<file path="src/rtl/spu_result_arbiter_if.sv">
// Source-result bus and serialized response channel of the SPU result arbiter.
// master = arbiter side (consumes sources, drives responses); slave = the environment.
`ifndef NOU_SID_WIDTH
`define NOU_SID_WIDTH 6
`endif
`ifndef NOU_PKT_ID_WIDTH
`define NOU_PKT_ID_WIDTH 10
`endif
`ifndef NOU_ERR_CODE_WIDTH
`define NOU_ERR_CODE_WIDTH 4
`endif
`ifndef NOU_RSP_TYPE_ID_WIDTH
`define NOU_RSP_TYPE_ID_WIDTH 4
`endif
`ifndef SNT_PKT_RSP_TYPE
`define SNT_PKT_RSP_TYPE 4'h3
`endif
`ifndef RSP_STATUS_OK
`define RSP_STATUS_OK 1'b0
`endif
`ifndef RSP_STATUS_ERR
`define RSP_STATUS_ERR 1'b1
`endif

interface spu_result_arbiter_if #(
  parameter int NUM_SRC = 4
);
  localparam int IDX_W = $clog2(NUM_SRC);

  logic [NUM_SRC-1:0]                          src_vld;
  logic [NUM_SRC*`NOU_SID_WIDTH-1:0]           src_sid;
  logic [NUM_SRC*`NOU_PKT_ID_WIDTH-1:0]        src_pkt_id;
  logic [NUM_SRC-1:0]                          src_status;
  logic [NUM_SRC*`NOU_ERR_CODE_WIDTH-1:0]      src_err_code;

  logic                                        rsp_vld;
  logic                                        rsp_rdy;
  logic [`NOU_SID_WIDTH-1:0]                   rsp_sid;
  logic [`NOU_PKT_ID_WIDTH-1:0]                rsp_pkt_id;
  logic                                        rsp_status;
  logic [`NOU_ERR_CODE_WIDTH-1:0]              rsp_err_code;
  logic [`NOU_RSP_TYPE_ID_WIDTH-1:0]           rsp_type;
  logic [IDX_W-1:0]                            rsp_src_idx;

  modport master (
    input  src_vld, src_sid, src_pkt_id, src_status, src_err_code, rsp_rdy,
    output rsp_vld, rsp_sid, rsp_pkt_id, rsp_status, rsp_err_code, rsp_type, rsp_src_idx
  );

  modport slave (
    output src_vld, src_sid, src_pkt_id, src_status, src_err_code, rsp_rdy,
    input  rsp_vld, rsp_sid, rsp_pkt_id, rsp_status, rsp_err_code, rsp_type, rsp_src_idx
  );
endinterface

</file>
<file path="src/rtl/spu_result_arbiter.sv">
// Per-source one-entry capture slots, round-robin grant into a registered
// valid/ready response stage, sticky overflow flags and saturating OK/ERR counters.
`ifndef NOU_SID_WIDTH
`define NOU_SID_WIDTH 6
`endif
`ifndef NOU_PKT_ID_WIDTH
`define NOU_PKT_ID_WIDTH 10
`endif
`ifndef NOU_ERR_CODE_WIDTH
`define NOU_ERR_CODE_WIDTH 4
`endif
`ifndef NOU_RSP_TYPE_ID_WIDTH
`define NOU_RSP_TYPE_ID_WIDTH 4
`endif
`ifndef SNT_PKT_RSP_TYPE
`define SNT_PKT_RSP_TYPE 4'h3
`endif
`ifndef RSP_STATUS_OK
`define RSP_STATUS_OK 1'b0
`endif
`ifndef RSP_STATUS_ERR
`define RSP_STATUS_ERR 1'b1
`endif

module spu_result_arbiter #(
  parameter int NUM_SRC   = 4,
  parameter int CNT_WIDTH = 16
) (
  input  logic                 clk,
  input  logic                 rst_n,
  spu_result_arbiter_if.master bus,
  input  logic                 stat_clr,
  output logic [CNT_WIDTH-1:0] ok_cnt,
  output logic [CNT_WIDTH-1:0] err_cnt,
  output logic [NUM_SRC-1:0]   ovf_flag
);
  localparam int SID_W = `NOU_SID_WIDTH;
  localparam int PKT_W = `NOU_PKT_ID_WIDTH;
  localparam int ERR_W = `NOU_ERR_CODE_WIDTH;
  localparam int IDX_W = $clog2(NUM_SRC);

  function automatic logic [CNT_WIDTH-1:0] sat_inc(input logic [CNT_WIDTH-1:0] v);
    return (&v) ? v : v + CNT_WIDTH'(1);
  endfunction

  // Stage p0: capture slots
  logic [NUM_SRC-1:0] vld_p0;
  logic [SID_W-1:0]   sid_p0 [NUM_SRC];
  logic [PKT_W-1:0]   pkt_p0 [NUM_SRC];
  logic               st_p0  [NUM_SRC];
  logic [ERR_W-1:0]   err_p0 [NUM_SRC];
  logic [IDX_W-1:0]   rr_ptr;

  // Stage p1: registered response
  logic               vld_p1;
  logic [SID_W-1:0]   sid_p1;
  logic [PKT_W-1:0]   pkt_p1;
  logic               st_p1;
  logic [ERR_W-1:0]   err_p1;
  logic [IDX_W-1:0]   idx_p1;

  logic               load;
  logic               hs;
  logic               gnt_found;
  logic               gnt_vld;
  logic [IDX_W-1:0]   gnt_idx;
  logic [IDX_W-1:0]   cand_idx;
  logic [NUM_SRC-1:0] gnt_oh;
  logic [NUM_SRC-1:0] cap;
  logic [NUM_SRC-1:0] ovf_set;
  int                 cand;

  assign load = ~vld_p1 | bus.rsp_rdy;
  assign hs   = vld_p1 & bus.rsp_rdy;

  // First occupied slot at or after rr_ptr, wrapping around.
  always_comb begin
    gnt_found = 1'b0;
    gnt_idx   = '0;
    cand      = 0;
    cand_idx  = '0;
    for (int k = 0; k < NUM_SRC; k++) begin
      cand = int'(rr_ptr) + k;
      if (cand >= NUM_SRC) cand = cand - NUM_SRC;
      cand_idx = IDX_W'(cand);
      if (!gnt_found && vld_p0[cand_idx]) begin
        gnt_found = 1'b1;
        gnt_idx   = cand_idx;
      end
    end
  end

  assign gnt_vld = load & gnt_found;

  // A slot being granted this cycle can accept a new result without loss.
  always_comb begin
    gnt_oh  = '0;
    cap     = '0;
    ovf_set = '0;
    for (int i = 0; i < NUM_SRC; i++) begin
      gnt_oh[i]  = gnt_vld && (gnt_idx == IDX_W'(i));
      cap[i]     = bus.src_vld[i] & (~vld_p0[i] | gnt_oh[i]);
      ovf_set[i] = bus.src_vld[i] & vld_p0[i] & ~gnt_oh[i];
    end
  end

  always_ff @(posedge clk or negedge rst_n) begin
    if (!rst_n) begin
      vld_p0 <= '0;
      rr_ptr <= '0;
    end else begin
      for (int i = 0; i < NUM_SRC; i++) begin
        if (cap[i])         vld_p0[i] <= 1'b1;
        else if (gnt_oh[i]) vld_p0[i] <= 1'b0;
      end
      if (gnt_vld)
        rr_ptr <= (gnt_idx == IDX_W'(NUM_SRC - 1)) ? '0 : gnt_idx + IDX_W'(1);
    end
  end

  always_ff @(posedge clk) begin
    for (int i = 0; i < NUM_SRC; i++) begin
      if (cap[i]) begin
        sid_p0[i] <= bus.src_sid[i*SID_W +: SID_W];
        pkt_p0[i] <= bus.src_pkt_id[i*PKT_W +: PKT_W];
        st_p0[i]  <= bus.src_status[i];
        err_p0[i] <= (bus.src_status[i] == `RSP_STATUS_OK) ? '0
                                                             : bus.src_err_code[i*ERR_W +: ERR_W];
      end
    end
  end

  always_ff @(posedge clk or negedge rst_n) begin
    if (!rst_n) begin
      vld_p1 <= 1'b0;
      sid_p1 <= '0;
      pkt_p1 <= '0;
      st_p1  <= 1'b0;
      err_p1 <= '0;
      idx_p1 <= '0;
    end else if (gnt_vld) begin
      vld_p1 <= 1'b1;
      sid_p1 <= sid_p0[gnt_idx];
      pkt_p1 <= pkt_p0[gnt_idx];
      st_p1  <= st_p0[gnt_idx];
      err_p1 <= err_p0[gnt_idx];
      idx_p1 <= gnt_idx;
    end else if (bus.rsp_rdy) begin
      vld_p1 <= 1'b0;
    end
  end

  always_ff @(posedge clk or negedge rst_n) begin
    if (!rst_n) begin
      ok_cnt   <= '0;
      err_cnt  <= '0;
      ovf_flag <= '0;
    end else if (stat_clr) begin
      ok_cnt   <= '0;
      err_cnt  <= '0;
      ovf_flag <= '0;
    end else begin
      if (hs && st_p1 == `RSP_STATUS_ERR) err_cnt <= sat_inc(err_cnt);
      if (hs && st_p1 == `RSP_STATUS_OK)  ok_cnt  <= sat_inc(ok_cnt);
      ovf_flag <= ovf_flag | ovf_set;
    end
  end

  assign bus.rsp_vld      = vld_p1;
  assign bus.rsp_sid      = sid_p1;
  assign bus.rsp_pkt_id   = pkt_p1;
  assign bus.rsp_status   = st_p1;
  assign bus.rsp_err_code = err_p1;
  assign bus.rsp_src_idx  = idx_p1;
  assign bus.rsp_type     = `SNT_PKT_RSP_TYPE;
endmodule

</file>
<file path="src/flat_wrapper.sv">
// flat-port wrapper written by rule: the top's interface ports become plain ports
module spu_result_arbiter_flat 
#(
  parameter int NUM_SRC   = 4,
  parameter int CNT_WIDTH = 16
)
  (clk, rst_n, stat_clr, ok_cnt, err_cnt, ovf_flag, bus_src_vld, bus_src_sid, bus_src_pkt_id, bus_src_status, bus_src_err_code, bus_rsp_rdy, bus_rsp_vld, bus_rsp_sid, bus_rsp_pkt_id, bus_rsp_status, bus_rsp_err_code, bus_rsp_type, bus_rsp_src_idx);
  spu_result_arbiter_if #(.NUM_SRC(NUM_SRC)) bus_i ();
  input  logic clk;
  input  logic rst_n;
  input  logic stat_clr;
  output logic [CNT_WIDTH-1:0] ok_cnt;
  output logic [CNT_WIDTH-1:0] err_cnt;
  output logic [NUM_SRC-1:0] ovf_flag;
  input wire logic [$bits(bus_i.src_vld)-1:0] bus_src_vld;
  input wire logic [$bits(bus_i.src_sid)-1:0] bus_src_sid;
  input wire logic [$bits(bus_i.src_pkt_id)-1:0] bus_src_pkt_id;
  input wire logic [$bits(bus_i.src_status)-1:0] bus_src_status;
  input wire logic [$bits(bus_i.src_err_code)-1:0] bus_src_err_code;
  input wire logic [$bits(bus_i.rsp_rdy)-1:0] bus_rsp_rdy;
  output wire logic [$bits(bus_i.rsp_vld)-1:0] bus_rsp_vld;
  output wire logic [$bits(bus_i.rsp_sid)-1:0] bus_rsp_sid;
  output wire logic [$bits(bus_i.rsp_pkt_id)-1:0] bus_rsp_pkt_id;
  output wire logic [$bits(bus_i.rsp_status)-1:0] bus_rsp_status;
  output wire logic [$bits(bus_i.rsp_err_code)-1:0] bus_rsp_err_code;
  output wire logic [$bits(bus_i.rsp_type)-1:0] bus_rsp_type;
  output wire logic [$bits(bus_i.rsp_src_idx)-1:0] bus_rsp_src_idx;
  assign bus_i.src_vld = bus_src_vld;
  assign bus_i.src_sid = bus_src_sid;
  assign bus_i.src_pkt_id = bus_src_pkt_id;
  assign bus_i.src_status = bus_src_status;
  assign bus_i.src_err_code = bus_src_err_code;
  assign bus_i.rsp_rdy = bus_rsp_rdy;
  assign bus_rsp_vld = bus_i.rsp_vld;
  assign bus_rsp_sid = bus_i.rsp_sid;
  assign bus_rsp_pkt_id = bus_i.rsp_pkt_id;
  assign bus_rsp_status = bus_i.rsp_status;
  assign bus_rsp_err_code = bus_i.rsp_err_code;
  assign bus_rsp_type = bus_i.rsp_type;
  assign bus_rsp_src_idx = bus_i.rsp_src_idx;
  spu_result_arbiter #(.NUM_SRC(NUM_SRC), .CNT_WIDTH(CNT_WIDTH)) u_core (.clk(clk), .rst_n(rst_n), .bus(bus_i), .stat_clr(stat_clr), .ok_cnt(ok_cnt), .err_cnt(err_cnt), .ovf_flag(ovf_flag));
endmodule
</file>
<file path="config.mk">
export PLATFORM = sky130hd
export DESIGN_NAME = spu_result_arbiter_flat
export DESIGN_NICKNAME = d
export VERILOG_FILES = /design/src/rtl/spu_result_arbiter_if.sv /design/src/rtl/spu_result_arbiter.sv /design/src/flat_wrapper.sv
export SDC_FILE = /design/constraint.sdc
export NUM_CORES = 1
export LEC_CHECK = 0
export CORE_MARGIN = 2
export CORE_UTILIZATION = 55
export CTS_BUF_LIST = sky130_fd_sc_hd__clkbuf_4 sky130_fd_sc_hd__clkbuf_8
export CTS_CLUSTER_DIAMETER = 50
export DETAILED_ROUTE_END_ITERATION = 16
export DONT_BUFFER_PORTS = 1
export GPL_ROUTABILITY_DRIVEN = 0
export PLACE_DENSITY = 0.7
export RECOVER_POWER = 100
export SLEW_MARGIN = 20
export SYNTH_ARGS = -nofsm -noshare
export SYNTH_HDL_FRONTEND = slang
export SYNTH_SLANG_ARGS = --single-unit
</file>
<file path="constraint.sdc">
create_clock -name clk -period 6.3 [get_ports clk]
set_clock_uncertainty 0.15 [all_clocks]
set_input_delay 1.26 -clock clk [delete_from_list [all_inputs] [get_ports clk]]
set_output_delay 1.26 -clock clk [all_outputs]
set_load 0.005 [all_outputs]
</file>
==> metrics.md <==
| Metric | Value |
|---|---|
| Clock network fraction of total power | `26.0%` |
| CP Capture Type | `flop` |
| Status | `finished with violations` |
| Yosys top cell by area | `edfxtp_1` |
| Share of layout cells above drive strength 1 | `8.45%` |
| Req. time, crit path | `6.07 ns` |
| IR drop worst, VDD | `0.238 mV` |
| Slew @ Worst Pin | `1.74 ns` |
| Setup WS pre-CTS | `1.85 ns` |
| # resized after CTS | `0` |
| Synth area leaders | `edfxtp_1 (39%), dfrtp_1 (26%), mux2i_1 (3.9%)` |
| Clock Path Buffers | `2` |
| Via count | `3959` |
| Vias in the first global route | `4082` |
| R2r endpoint | `u_core.sid_p0[2][1]$_DFFE_PP_` |
| CTS Hold Bufs | `0` |
| Sequential fraction of design power | `47.6%` |
| Initial antenna violation count | `2` |
| Static leakage | `2.49 nW` |
| Hold Crit Class | `in -> async` |
| Mapped Cells | `504` |
| Final Cycle Share | `74.8%` |
| Async set or reset register ratio after synthesis | `44.0%` |
| Sequential fraction of the synthesis area | `64.6%` |
| Min Tclk post-route | `4.71 ns` |
| CP Data Arrival Time | `4.48 ns` |
| Total grt overflow | `0` |
| Main synth FF type | `edfxtp_1` |
| Setup violations, final | `0` |
| # rows | `39` |
| Combinational Power Share | `26.4%` |
| Yosys warning count | `0` |
| Startpoint types | `flop` |
| Root buffer cell | `clkbuf_8` |
| Setup Buffers After CTS | `0` |
| Via/cell ratio | `6.06` |
| Finished Core Util | `60.5%` |
| R2R setup slack | `1.59 ns` |
| DRC | `0` |
| Initial DRC count | `345` |
| Critical path class | `reg -> reg` |
| Post-synthesis cell type count | `56` |
| Internal power | `2.03 mW` |
| Synthesis-stage register bit count | `150` |
| R2R cell count | `5` |
| Sink Count | `150` |
| Slew HR | `-16.3%` |
| Unrepaired setup endpoints after global routing | `no` |
| Count leader, synth | `edfxtp_1` |
| Total CTS buffers | `17` |
| Setup tns final | `0 ns` |
| H-tree lvl count | `4` |
| Max-Cap Viols | `4` |
| Hold Vio Cnt, Final | `0` |
| Buffers on Ports | `0` |
| Worst-path maximum fanout | `27` |
| R2R Path Start | `u_core.vld_p0[3]$_DFFE_PN0P_` |
| First-pass GRT wire length | `21400 um` |
| Area of the multi-input gates | `0.00207 mm2` |
| Final Net Count | `590` |
| P per Cell Area | `441 mW/mm2` |
| Final ANT Viol Nets | `0` |
| Fin. max-slew vios | `97` |
| Die height | `112 um` |
| Post-synthesis cell area | `0.00646 mm2` |
| Area Overhead vs Synth | `6.84%` |
| Die area | `0.0126 mm2` |
| Total Routing Usage GR | `22.3%` |
| Syn Area/Cell | `12.8 um2` |
| Fillers | `904` |
| Number of I/O pins | `156` |
| Initial Util | `56.6%` |
| Placed instance count | `620` |
| Wire per inst | `20.8 um` |
| Drt total wl | `13600 um` |
| Later-pin clock latency in the skew report | `0.45 ns` |
| Failing checks | `max-capacitance violations, max-slew violations` |
| Finished Layout Cells | `653` |
| Largest net degree at the start of global routing | `67` |
| Chip Width | `112 um` |
| Max Clk Rate | `212 MHz` |
| Area of the core | `0.0114 mm2` |
| List of most frequent post-synthesis cells | `edfxtp_1 (84), dfrtp_1 (66), nor2_1 (33)` |
| Final worst setup slack | `1.59 ns` |
| Dpl hpwl | `9020 um` |
| TritonRoute pass-1 iters | `4` |
| Switching Fraction | `33.1%` |
| Clk slew on worst S/H paths | `0.08 ns` |
| Post-synth top area share | `39.0%` |
| Register Area | `0.00417 mm2` |
| TritonCTS clock tree | `built` |
| Switch Pwr | `1.01 mW` |
| EDFF count, synth | `84` |
[placed cells by master, fill, tap and decap left out, types with 11 or more instances in the layout]
cell type,n
nor3_1,11
a21oi_1,13
edfxtp_1,84
and2_0,14
mux2i_1,25
nand3_1,13
xnor2_1,11
o21ai_0,32
nor3b_1,23
nand2_1,20
o22ai_1,21
dfrtp_1,66
clkbuf_8,17
a211oi_1,22
nor2_1,33
[per-stage QoR]
stage | area [um2] | hold slack [ns] | power [mW]
global route | 6900 | 0.307 | 3.21
CTS | 6930 | 0.310 | 3.08
floorplan | 6470 | 0.320 | 2.08
global placement | 6500 | 0.379 | 2.25
detailed placement | 6500 | 0.377 | 2.29
finish | 6900 | 0.344 | 3.04
[cell type report]
cell class              instances  share of cell area (%)
repair buffers                  1                   0.109
well taps                     143                    2.59
diodes                          1                  0.0363
multi-input cells             316                    30.0
clock buffers                  19                    3.61
flip-flops and latches        150                    60.5
inverters                      10                   0.544
clock inverters                13                    2.63
[metal layers]
layer / global-route usage (%) / vias to the layer above / part of all wire (%) / wire length, um
li1: - / 1854 / - / -
met1: 27.3 / 1944 / 39 / 5360
met2: 35.4 / 139 / 50 / 6820
met3: 9.29 / 22 / 8.8 / 1190
met4: 8.70 / 0 / 1.6 / 223
met5: 0 / - / 0 / 0
[registers in the layout, indices dropped and copies added, names as in the netlist, 6 cells and up]
name / cells
u_core.err_p0: 16
u_core.pkt_p0: 40
u_core.bus.rsp_sid: 6
u_core.bus.rsp_pkt_id: 10
u_core.sid_p0: 24
u_core.ok_cnt: 16
u_core.err_cnt: 16
[kinds of logic (layout without fill, tap and decap cells)]
kind of cell | after synthesis | in the layout | synth area share [%]
and+or+nand+nor | 155 | 155 | 13.9
muxes | 25 | 25 | 3.87
buffers and inverters | 40 | 43 | 3.37
DFF | 150 | 150 | 64.6
AOI/OAI and AO/OA | 109 | 109 | 10.9
other | 2 | 5 | 0.116
adders and majority gates | 2 | 2 | 0.387
xor gates and xnor gates | 21 | 21 | 2.85
[power groups by stage]
stage / clock (mW) / sequential (mW) / combinational (mW)
final: 0.790 / 1.45 / 0.802
after global routing: 0.851 / 1.47 / 0.883
after global placement: 0 / 1.47 / 0.786
after CTS: 0.809 / 1.45 / 0.816
after detailed placement: 0 / 1.47 / 0.814
after floorplan: 0 / 1.40 / 0.674
[how the worst max path moves through the flow]
stage                                       from                                 to  cells past startpoint
finish              u_core.vld_p0[3]$_DFFE_PN0P_      u_core.sid_p0[2][1]$_DFFE_PP_                      5
global route        u_core.vld_p0[3]$_DFFE_PN0P_      u_core.sid_p0[2][1]$_DFFE_PP_                      5
CTS                                  bus_rsp_rdy  u_core.err_p0[0][3]$_SDFFCE_PN0P_                      5
detailed placement                   bus_rsp_rdy      u_core.pkt_p0[0][7]$_DFFE_PP_                      5
global placement                     bus_rsp_rdy      u_core.sid_p0[0][0]$_DFFE_PP_                      5
floorplan                            bus_rsp_rdy  u_core.err_p0[3][0]$_SDFFCE_PN0P_                      7
[worst max-delay path: stages (launching register included)]
cell and delay (ns):
dfrtp_1 0.48, inv_1 0.11, a221oi_4 0.91, or2_0 1.30, o21ai_0 0.32, and2_0 0.88
(Power assumes the default switching activity.)
